[config.mk]
export PLATFORM = sky130hd
export DESIGN_NAME = spi_burst_slave
export DESIGN_NICKNAME = d
export VERILOG_FILES = /design/src/rtl/spi_pkg.sv /design/src/rtl/spi_sync.sv /design/src/rtl/spi_burst_slave.sv
export SDC_FILE = /design/constraint.sdc
export NUM_CORES = 1
export LEC_CHECK = 0
export ABC_AREA = 1
export CORE_MARGIN = 5
export CORE_UTILIZATION = 44
export CTS_BUF_LIST = sky130_fd_sc_hd__clkbuf_16
export DETAILED_ROUTE_END_ITERATION = 10
export PLACE_DENSITY = 0.65
export SKIP_CTS_REPAIR_TIMING = 1
export SYNTH_ARGS = -nofsm -noshare
export SYNTH_HDL_FRONTEND = slang
export SYNTH_SLANG_ARGS = --single-unit
[constraint.sdc]
create_clock -name clk_i -period 2.5 [get_ports clk_i]
set_input_delay 0.5 -clock clk_i [delete_from_list [all_inputs] [get_ports clk_i]]
set_output_delay 0.5 -clock clk_i [all_outputs]
set_load 0.005 [all_outputs]
[src/rtl/spi_pkg.sv]
// Shared types and helpers for the SPI burst slave.
package spi_pkg;

  typedef enum logic [1:0] {
    IDLE = 2'd0,
    CMD  = 2'd1,
    DATA = 2'd2
  } spi_state_e;

  // Command word is the R/W flag followed by the register address.
  function automatic int cmd_width(input int addr_w);
    return addr_w + 1;
  endfunction

endpackage

[src/rtl/spi_sync.sv]
// Synchronises the SPI pins into clk_i and derives SCLK rise/fall strobes.
// CS and MOSI share the SCLK depth so data stays aligned with the detected edge.
module spi_sync #(
  parameter int SYNC_STAGES = 2
) (
  input  logic clk_i,
  input  logic rst_ni,
  input  logic sclk_i,
  input  logic cs_i,
  input  logic mosi_i,
  output logic sclk_rise_o,
  output logic sclk_fall_o,
  output logic cs_active_o,
  output logic mosi_o
);

  logic [SYNC_STAGES-1:0] sclk_q_r;
  logic [SYNC_STAGES-1:0] cs_q_r;
  logic [SYNC_STAGES-1:0] mosi_q_r;
  logic                   sclk_prev_r;

  // Synchroniser chains plus one extra SCLK sample for edge detection
  always_ff @(posedge clk_i or negedge rst_ni) begin
    if (!rst_ni) begin
      sclk_q_r    <= {SYNC_STAGES{1'b0}};
      cs_q_r      <= {SYNC_STAGES{1'b1}};
      mosi_q_r    <= {SYNC_STAGES{1'b0}};
      sclk_prev_r <= 1'b0;
    end else begin
      sclk_q_r    <= {sclk_q_r[SYNC_STAGES-2:0], sclk_i};
      cs_q_r      <= {cs_q_r[SYNC_STAGES-2:0], cs_i};
      mosi_q_r    <= {mosi_q_r[SYNC_STAGES-2:0], mosi_i};
      sclk_prev_r <= sclk_q_r[SYNC_STAGES-1];
    end
  end

  assign sclk_rise_o = sclk_q_r[SYNC_STAGES-1] & ~sclk_prev_r;
  assign sclk_fall_o = ~sclk_q_r[SYNC_STAGES-1] & sclk_prev_r;
  assign cs_active_o = ~cs_q_r[SYNC_STAGES-1];
  assign mosi_o      = mosi_q_r[SYNC_STAGES-1];

endmodule

[src/rtl/spi_burst_slave.sv]
// SPI mode-0 burst slave bridging a host to the register bank.
// Build option SPI_ADDR_INC_EN: auto-increment the address after each data word.
module spi_burst_slave #(
  parameter int ADDR_W      = 7,
  parameter int DATA_W      = 8,
  parameter int SYNC_STAGES = 2
) (
  input  logic              clk_i,
  input  logic              rst_ni,
  input  logic              sclk_i,
  input  logic              cs_i,
  input  logic              mosi_i,
  output logic              miso_o,
  input  logic [DATA_W-1:0] reg_rdata_i,
  output logic [DATA_W-1:0] reg_wdata_o,
  output logic [ADDR_W-1:0] reg_addr_o,
  output logic              reg_we_o,
  output logic              reg_re_o,
  output logic              xfer_active_o
);

  import spi_pkg::*;

  localparam int CMD_W = cmd_width(ADDR_W);
  localparam int MAX_W = (CMD_W > DATA_W) ? CMD_W : DATA_W;
  localparam int CNT_W = $clog2(MAX_W) + 1;
  localparam logic [CNT_W-1:0] CNT_ZERO  = {CNT_W{1'b0}};
  localparam logic [CNT_W-1:0] CNT_ONE   = CNT_W'(1'b1);
  localparam logic [CNT_W-1:0] CMD_LAST  = CNT_W'(CMD_W - 1);
  localparam logic [CNT_W-1:0] DATA_LAST = CNT_W'(DATA_W - 1);
`ifdef SPI_ADDR_INC_EN
  localparam logic [ADDR_W-1:0] ADDR_STEP = ADDR_W'(1'b1);
`else
  localparam logic [ADDR_W-1:0] ADDR_STEP = {ADDR_W{1'b0}};
`endif

  logic sclk_rise_s, sclk_fall_s, cs_active_s, mosi_s;

  spi_sync #(.SYNC_STAGES(SYNC_STAGES)) u_sync (
    .clk_i       (clk_i),
    .rst_ni      (rst_ni),
    .sclk_i      (sclk_i),
    .cs_i        (cs_i),
    .mosi_i      (mosi_i),
    .sclk_rise_o (sclk_rise_s),
    .sclk_fall_o (sclk_fall_s),
    .cs_active_o (cs_active_s),
    .mosi_o      (mosi_s)
  );

  spi_state_e        state_r, state_nxt_s;
  logic [CNT_W-1:0]  bit_cnt_r;
  logic [ADDR_W-1:0] cmd_sh_r;
  logic [DATA_W-2:0] data_sh_r;
  logic [DATA_W-1:0] out_sh_r, hold_r, wdata_r;
  logic [ADDR_W-1:0] addr_r;
  logic              we_r, re_r, re_d_r, load_pend_r, is_write_r;
  logic              cmd_done_s, word_done_s;
  logic [CMD_W-1:0]  cmd_word_s;
  logic [DATA_W-1:0] data_word_s;

  assign cmd_word_s  = {cmd_sh_r, mosi_s};
  assign data_word_s = {data_sh_r, mosi_s};

  // State register
  always_ff @(posedge clk_i or negedge rst_ni) begin
    if (!rst_ni) begin
      state_r <= IDLE;
    end else begin
      state_r <= state_nxt_s;
    end
  end

  // Next state; a CS release always wins, so a word ending on that edge is dropped
  always_comb begin
    state_nxt_s = state_r;
    cmd_done_s  = 1'b0;
    word_done_s = 1'b0;
    case (state_r)
      IDLE: begin
        if (cs_active_s) state_nxt_s = CMD;
        else             state_nxt_s = IDLE;
      end
      CMD: begin
        if (!cs_active_s) begin
          state_nxt_s = IDLE;
        end else if (sclk_rise_s && (bit_cnt_r == CMD_LAST)) begin
          state_nxt_s = DATA;
          cmd_done_s  = 1'b1;
        end else begin
          state_nxt_s = CMD;
        end
      end
      DATA: begin
        if (!cs_active_s) begin
          state_nxt_s = IDLE;
        end else begin
          state_nxt_s = DATA;
          if (sclk_rise_s && (bit_cnt_r == DATA_LAST)) word_done_s = 1'b1;
          else                                          word_done_s = 1'b0;
        end
      end
      default: begin
        state_nxt_s = IDLE;
      end
    endcase
  end

  // Shifters, bit counter, address counter and register strobes
  always_ff @(posedge clk_i or negedge rst_ni) begin
    if (!rst_ni) begin
      bit_cnt_r   <= CNT_ZERO;
      cmd_sh_r    <= {ADDR_W{1'b0}};
      data_sh_r   <= {(DATA_W-1){1'b0}};
      out_sh_r    <= {DATA_W{1'b0}};
      hold_r      <= {DATA_W{1'b0}};
      wdata_r     <= {DATA_W{1'b0}};
      addr_r      <= {ADDR_W{1'b0}};
      we_r        <= 1'b0;
      re_r        <= 1'b0;
      re_d_r      <= 1'b0;
      load_pend_r <= 1'b0;
      is_write_r  <= 1'b0;
    end else begin
      we_r   <= 1'b0;
      re_r   <= 1'b0;
      re_d_r <= re_r;
      if (re_d_r) hold_r <= reg_rdata_i;
      // Address moves only after the write pulse so it is stable under reg_we_o
      if (we_r) addr_r <= addr_r + ADDR_STEP;
      case (state_r)
        CMD: begin
          if (cs_active_s && sclk_rise_s) begin
            cmd_sh_r <= cmd_word_s[ADDR_W-1:0];
            if (cmd_done_s) begin
              bit_cnt_r  <= CNT_ZERO;
              is_write_r <= cmd_word_s[ADDR_W];
              addr_r     <= cmd_word_s[ADDR_W-1:0];
              if (!cmd_word_s[ADDR_W]) begin
                re_r        <= 1'b1;
                load_pend_r <= 1'b1;
              end
            end else begin
              bit_cnt_r <= bit_cnt_r + CNT_ONE;
            end
          end
        end
        DATA: begin
          if (!cs_active_s) begin
            out_sh_r <= {DATA_W{1'b0}};
          end else begin
            if (sclk_rise_s) begin
              data_sh_r <= data_word_s[DATA_W-2:0];
              if (word_done_s) begin
                bit_cnt_r <= CNT_ZERO;
                if (is_write_r) begin
                  wdata_r <= data_word_s;
                  we_r    <= 1'b1;
                end else begin
                  addr_r      <= addr_r + ADDR_STEP;
                  re_r        <= 1'b1;
                  load_pend_r <= 1'b1;
                end
              end else begin
                bit_cnt_r <= bit_cnt_r + CNT_ONE;
              end
            end
            if (sclk_fall_s) begin
              if (load_pend_r) begin
                out_sh_r    <= hold_r;
                load_pend_r <= 1'b0;
              end else begin
                out_sh_r <= {out_sh_r[DATA_W-2:0], 1'b0};
              end
            end
          end
        end
        default: begin
          bit_cnt_r   <= CNT_ZERO;
          cmd_sh_r    <= {ADDR_W{1'b0}};
          data_sh_r   <= {(DATA_W-1){1'b0}};
          out_sh_r    <= {DATA_W{1'b0}};
          load_pend_r <= 1'b0;
          is_write_r  <= 1'b0;
        end
      endcase
    end
  end

  assign miso_o        = out_sh_r[DATA_W-1];
  assign reg_wdata_o   = wdata_r;
  assign reg_addr_o    = addr_r;
  assign reg_we_o      = we_r;
  assign reg_re_o      = re_r;
  assign xfer_active_o = (state_r != IDLE);

endmodule

* After elaboration in Yosys (flattened, before gate mapping)
Cells that the tools add are included.
** Operators by class
- Add/sub/neg operators :: 1
- Multipliers :: 0
- Div/mod/pow operators :: 0
- $lt $le $gt $ge :: 0
- Eq/ne operators :: 9
- Shift-type cells :: 0
- Mux-type cells :: 53
- Bitwise gates (word level) :: 7
- Reductions and logical operators :: 12
** Operators with widths (count)
- 2-to-1 mux 7 bit :: 6
- 2-to-1 mux 1 bit :: 28
- one-hot mux 7 bit (2 select lines) :: 2
- 2-to-1 mux 8 bit :: 3
- 2-to-1 mux 4 bit :: 5
- one-hot mux 8 bit (2 select lines) :: 1
- AND reduction 3 bit :: 4
- != test 2 bit, second input constant :: 5
- one-hot mux 4 bit (2 select lines) :: 1
- 2-to-1 mux 2 bit :: 3
- one-hot mux 1 bit (2 select lines) :: 3
- one-hot mux 2 bit (3 select lines) :: 1
- inverter 1 bit :: 5
- AND reduction 5 bit :: 1
- adder 4 x 1 -> 4 bit, second input constant :: 1
- == test 4 x 3 -> 1 bit, second input constant :: 1
- AND reduction 2 bit :: 2
- AND reduction 4 bit :: 1
- != test 3 x 2 -> 1 bit, second input constant :: 1
- bitwise AND 1 bit :: 2
- == test 2 x 1 -> 1 bit, second input constant :: 1
- == test 2 bit, second input constant :: 1
- logical AND 1 bit :: 2
- zero test 2 bit :: 1
- nonzero test 2 bit :: 1
** Storage, ports and cells
- Register bits after elaboration :: 63
- Bits in latches :: 0
- Bits in writable memories :: 0
- ROM bits :: 0
- Input bits :: 13
- Memories :: 0

* Depth between registers and ports, before layout
- Depth in word-level cells :: 12
- Gate-level depth with buffers :: 9
- Mapped depth without buffers :: 8

* Modules after synthesis
A second synthesis with hierarchy kept.
** Unflattened totals
- Cells, all modules :: 284
- Area, all modules :: 2723.9 sq um
** Modules (own cells, without submodules)
- spi_burst_slave :: instances 1, cells each 272, area an instance 2527.4 sq um
- spi_sync :: instances 1, cells each 12, area an instance 196.4 sq um

* Worst setup path before layout
OpenSTA, ideal clock, no wires.
- Path kind :: reg-to-reg
- Start :: register state_r[0]
- End :: register out_sh_r[5]
- Setup time :: 0.077 ns
- Data arrival time :: 1.362 ns
- Required time :: 2.423 ns
- Path slack :: 1.060 ns
- Stages on the path, launching flop included :: 9
- Buffers on the path :: 1
- Cells stage by stage :: dfrtp_1 > inv_1 > ha_1 > inv_2 > nor2_4 > a21oi_2 > buf_6 > nor2_1 > a21oi_1
** On the way
- Cells in the longest elaborated chain, start to end :: 3
- Elaborated cells on any way between the ends :: 6
- Classes of those cells :: 3 x eq/ne; 1 x mux; 1 x bitwise; 1 x reduce/logical
** RTL lines
- from (decl) :: line spi_burst_slave.sv:51 : spi_state_e state_r, state_nxt_s;
- from (signal assigned) :: line spi_burst_slave.sv:70 : state_r <= state_nxt_s;
- == test 2 bit or == test 2 x 1 -> 1 bit (tied branches) :: line spi_burst_slave.sv:131 : case (state_r)
- != test 3 x 2 -> 1 bit (no line) or inverter 1 bit (tied branches)
- AND reduction 2 bit (no line)
- to (signal assigned) :: line spi_burst_slave.sv:150 : out_sh_r <= {DATA_W{1'b0}};
- to (signal assigned) :: line spi_burst_slave.sv:170 : out_sh_r <= hold_r;
- to (signal assigned) :: line spi_burst_slave.sv:173 : out_sh_r <= {out_sh_r[DATA_W-2:0], 1'b0};
- to (decl) :: line spi_burst_slave.sv:55 : logic [DATA_W-1:0] out_sh_r, hold_r, wdata_r;
Several ways; a longest one is shown, not always the timed one.
A chain may end at the register's enable or synchronous reset.

* Worst setup path in the final report
- Start :: register state_r[0]
- End :: output port xfer_active_o
** On the way
- Cells in the longest elaborated chain, start to end :: 1
** RTL lines
- nonzero test 2 bit :: line spi_burst_slave.sv:195 : assign xfer_active_o = (state_r != IDLE);
- to (decl) :: line spi_burst_slave.sv:19 : output logic xfer_active_o
No other way between the ends.

==> impl_metrics.ini <==
[layout]
final_area_um2 = 3300
fin_nets = 324
syn_to_final_growth_pct = 25.3
layout-drive-gt1-share_pct = 13.2
fillers = 513
n_antenna_cell = 0

[detailed_routing]
remaining_drc_errors = 0
drt-met1-wl_um = 2320
dr.pass1.iters = 4
wl_per_cell_um = 12.8
drt_wl_total_um = 4960
met3_wirelength_um = 139
wl_met2_um = 2400
drtIter0Drc = 89
drtAntennaViolNets = 0
avgViaCountPerCell = 4.89
vias = 1886
highest_layer = met4

[place]
hpwl_um = 3430
place_area_um2 = 3010
io_buffers = 31
place_congestion = 0.850
dp_slack_ns = 0.753

[timing]
finalHoldViolCount = 0
worst_slew_pin_slew_ns = 0.628
tns_ns = 0
layout_min_cycle_time_ns = 2.03
maxSlewHeadroom_pct = 58.1
finClkSkew_ns = 0.00445
worst_slack_ns = 0.475
grt_setup_unrepaired = no
drv_slew = 0
finalSetupViolCount = 0
fin_crit_sh_pct = 81.0
fmax_ghz = 0.494

[outcome]
status = completed

[critical_path]
path_common_cell = inv_1
cp_slowest_cell = clkdlybuf4s50_1
crit_type = reg -> out
crit_fanout = 3
required_ns = 2.00
slowest_delay_ns = 0.49
cp-start-kind = flip-flop
cp_cell_sequence = inv_1, ha_1, inv_1, clkdlybuf4s50_1
arrival_ns = 1.53
critPathCaptureType = output port
crit_path_start = state_r[0]$_DFF_PN0_
r2r_start = state_r[0]$_DFF_PN0_

[synth]
ys.flop_type = dfrtp_1
syn_inst = 270
yosys_warnings = 0
netlist_top_cells_area = dfrtp_1 58%, nand2_1 8.7%, o21ai_0 5.1%, a21oi_1 4.2%, inv_1 3.7%
syn_area_per_cell_um2 = 9.76
synth_edf_count = 0
ys_seq_area_share_pct = 59.9
ys_types = 27
syn_nets = 288
synth_top_cell_area_share_pct = 57.9
yosys_register_bits = 63
yosysTopAreaCell = dfrtp_1
synth_area_um2 = 2640
async_flop_share_pct = 100

[clock_network]
htreeDepth = 3
clk_pin_slew_ns = 0.05
clk_path_buf_depth = 2
clock_latency_ns = 0.32
cts_tree = done
cts_num_sinks = 63
cts-root-buf = clkbuf_16
cts_made_buffers = 9

[pwr]
switching_share_pct = 21.6
leakagePower_nw = 1.56
power_per_cell_area_nw_per_um2 = 715
clockPowerShare_pct = 50.2
peakVddDrop_mv = 0.403
power_frac_comb_pct = 4.8
switchingPower_uw = 511
seqPwrFrac_pct = 45.0
internal_power_mw = 1.85

[worst_hold_path]
min_path_type = in -> async

[floorplan]
start_util_pct = 44.8
core_area_um2 = 5890
fp.dieH_um = 87.4
die_x_um = 87.4
ioPinCount = 32
rows = 28
die_area_um2 = 7640

[flow_run]
maxCapViolCount = 0

[global_routing]
overflow = 0
antenna_found_initial = 0
grtUsageTotal_pct = 15.3
grt_pass1_wl_um = 8990
grt_start_max_net_pins = 39
grt_pass1_vias = 1993
## path summary, 6_finish.rpt
| kind | to | slack (ns) | cells after the start |
|---|---|---|---|
| max reg2reg | out_sh_r[1]$_DFFE_PN0P_ | 0.73 | 7 |
| min in group clk_i | u_sync.mosi_q_r[1]$_DFF_PN0_ | 0.34 | 0 |
| min | hold_r[5]$_DFFE_PN0P_ | 0.19 | 1 |
| max | xfer_active_o | 0.47 | 4 |
| min reg2reg | u_sync.mosi_q_r[1]$_DFF_PN0_ | 0.34 | 0 |
| max in group asynchronous | u_sync.cs_q_r[0]$_DFF_PN1_ | 1.63 | 2 |
## flip-flops by register name, indices dropped and copies added (netlist names), 2 cells and up
| register | cells |
|---|---|
| state_r | 2 |
| u_sync.sclk_q_r | 2 |
| cmd_sh_r | 7 |
| reg_wdata_o | 8 |
| data_sh_r | 7 |
| u_sync.mosi_q_r | 2 |
| hold_r | 8 |
| out_sh_r | 8 |
| u_sync.cs_q_r | 2 |
| reg_addr_o | 7 |
| bit_cnt_r | 4 |
## placed cells by master, fill, tap and decap left out, drive strengths merged
| cell | netlist | final |
|---|---|---|
| nand2 | 66 | 66 |
| o22ai | 7 | 7 |
| clkinv | 1 | 6 |
| xor2 | 1 | 1 |
| nand3 | 12 | 12 |
| nand4 | 1 | 1 |
| buf | 5 | 3 |
| nor3 | 1 | 1 |
| nand3b | 1 | 1 |
| ha | 5 | 5 |
| clkbuf | 3 | 9 |
| dfstp | 2 | 2 |
| o21ai | 36 | 36 |
| bufinv | 0 | 1 |
| clkinvlp | 0 | 1 |
| a21oi | 23 | 23 |
| dfrtp | 61 | 61 |
| inv | 28 | 28 |
| mux2 | 1 | 1 |
| nor2 | 15 | 15 |
| xnor2 | 1 | 1 |
| clkdlybuf4s50 | 0 | 30 |
## cells in the mapped netlist, drive strengths merged (2+ instances only)
cell type and instances:
o22ai 7, ha 5, dfrtp 61, o21ai 36
clkbuf 3, nor2 15, buf 5, inv 28
nand2 66, a21oi 23, dfstp 2, nand3 12
## through the flow
step                      power (mW)  utilization [%]  hold WS, ns  cells
after global routing            2.46             56.1        0.239    386
final                           2.36             56.1        0.189    386
after global placement          1.19             51.2        0.332    370
after floorplan                 1.13                -        0.204    270
after detailed placement        1.19             51.2        0.335    370
after CTS                       2.40             56.1        0.198    386
## critical path: cells and delay by family (launching register included)
family / cells / cell delay, ns
adder cells (fa/ha/maj): 1 / 0.21
buffers and inverters: 3 / 0.62
flip-flops: 1 / 0.37
## power by group through the flow
stage	Clock, mW	Combinational (mW)	Sequential, mW
4_1_cts	1.22	0.115	1.06
3_5_place_dp	0	0.115	1.08
3_3_place_gp	0	0.112	1.08
6_report	1.19	0.113	1.06
5_1_grt	1.27	0.129	1.07
2_1_floorplan	0	0.0602	1.07
## layer usage
layer | vias up | GRT usage, %
li1 | 956 | -
met1 | 887 | 19.1
met2 | 33 | 24.1
met3 | 10 | 3.69
met4 | 0 | 9.07
met5 | - | 0
## final cells by class
| cell class | instances | area (µm²) | area share [%] |
|---|---|---|---|
| Inverter | 29 | 109 | 3.30 |
| Tap cell | 75 | 93.8 | 2.84 |
| Multi-Input combinational cell | 170 | 898 | 27.2 |
| Clock inverter | 7 | 63.8 | 1.93 |
| Sequential cell | 63 | 1580 | 47.8 |
| Timing Repair Buffer | 33 | 333 | 10.1 |
| Clock buffer | 9 | 225 | 6.82 |
## kinds of logic (layout without fill, tap and decap cells)
group / after synthesis / count (layout) / synth area share [%]
XOR/XNOR: 2 / 2 / 0.665
AO/OA/AOI/OAI: 66 / 66 / 14.3
flip-flops: 63 / 63 / 59.9
multiplexers: 1 / 1 / 0.427
adder cells (fa/ha/maj): 5 / 5 / 2.37
buffers and inverters: 37 / 78 / 5.98
AND/OR/NAND/NOR: 96 / 96 / 16.3
Power figures use the tool's default switching activity.
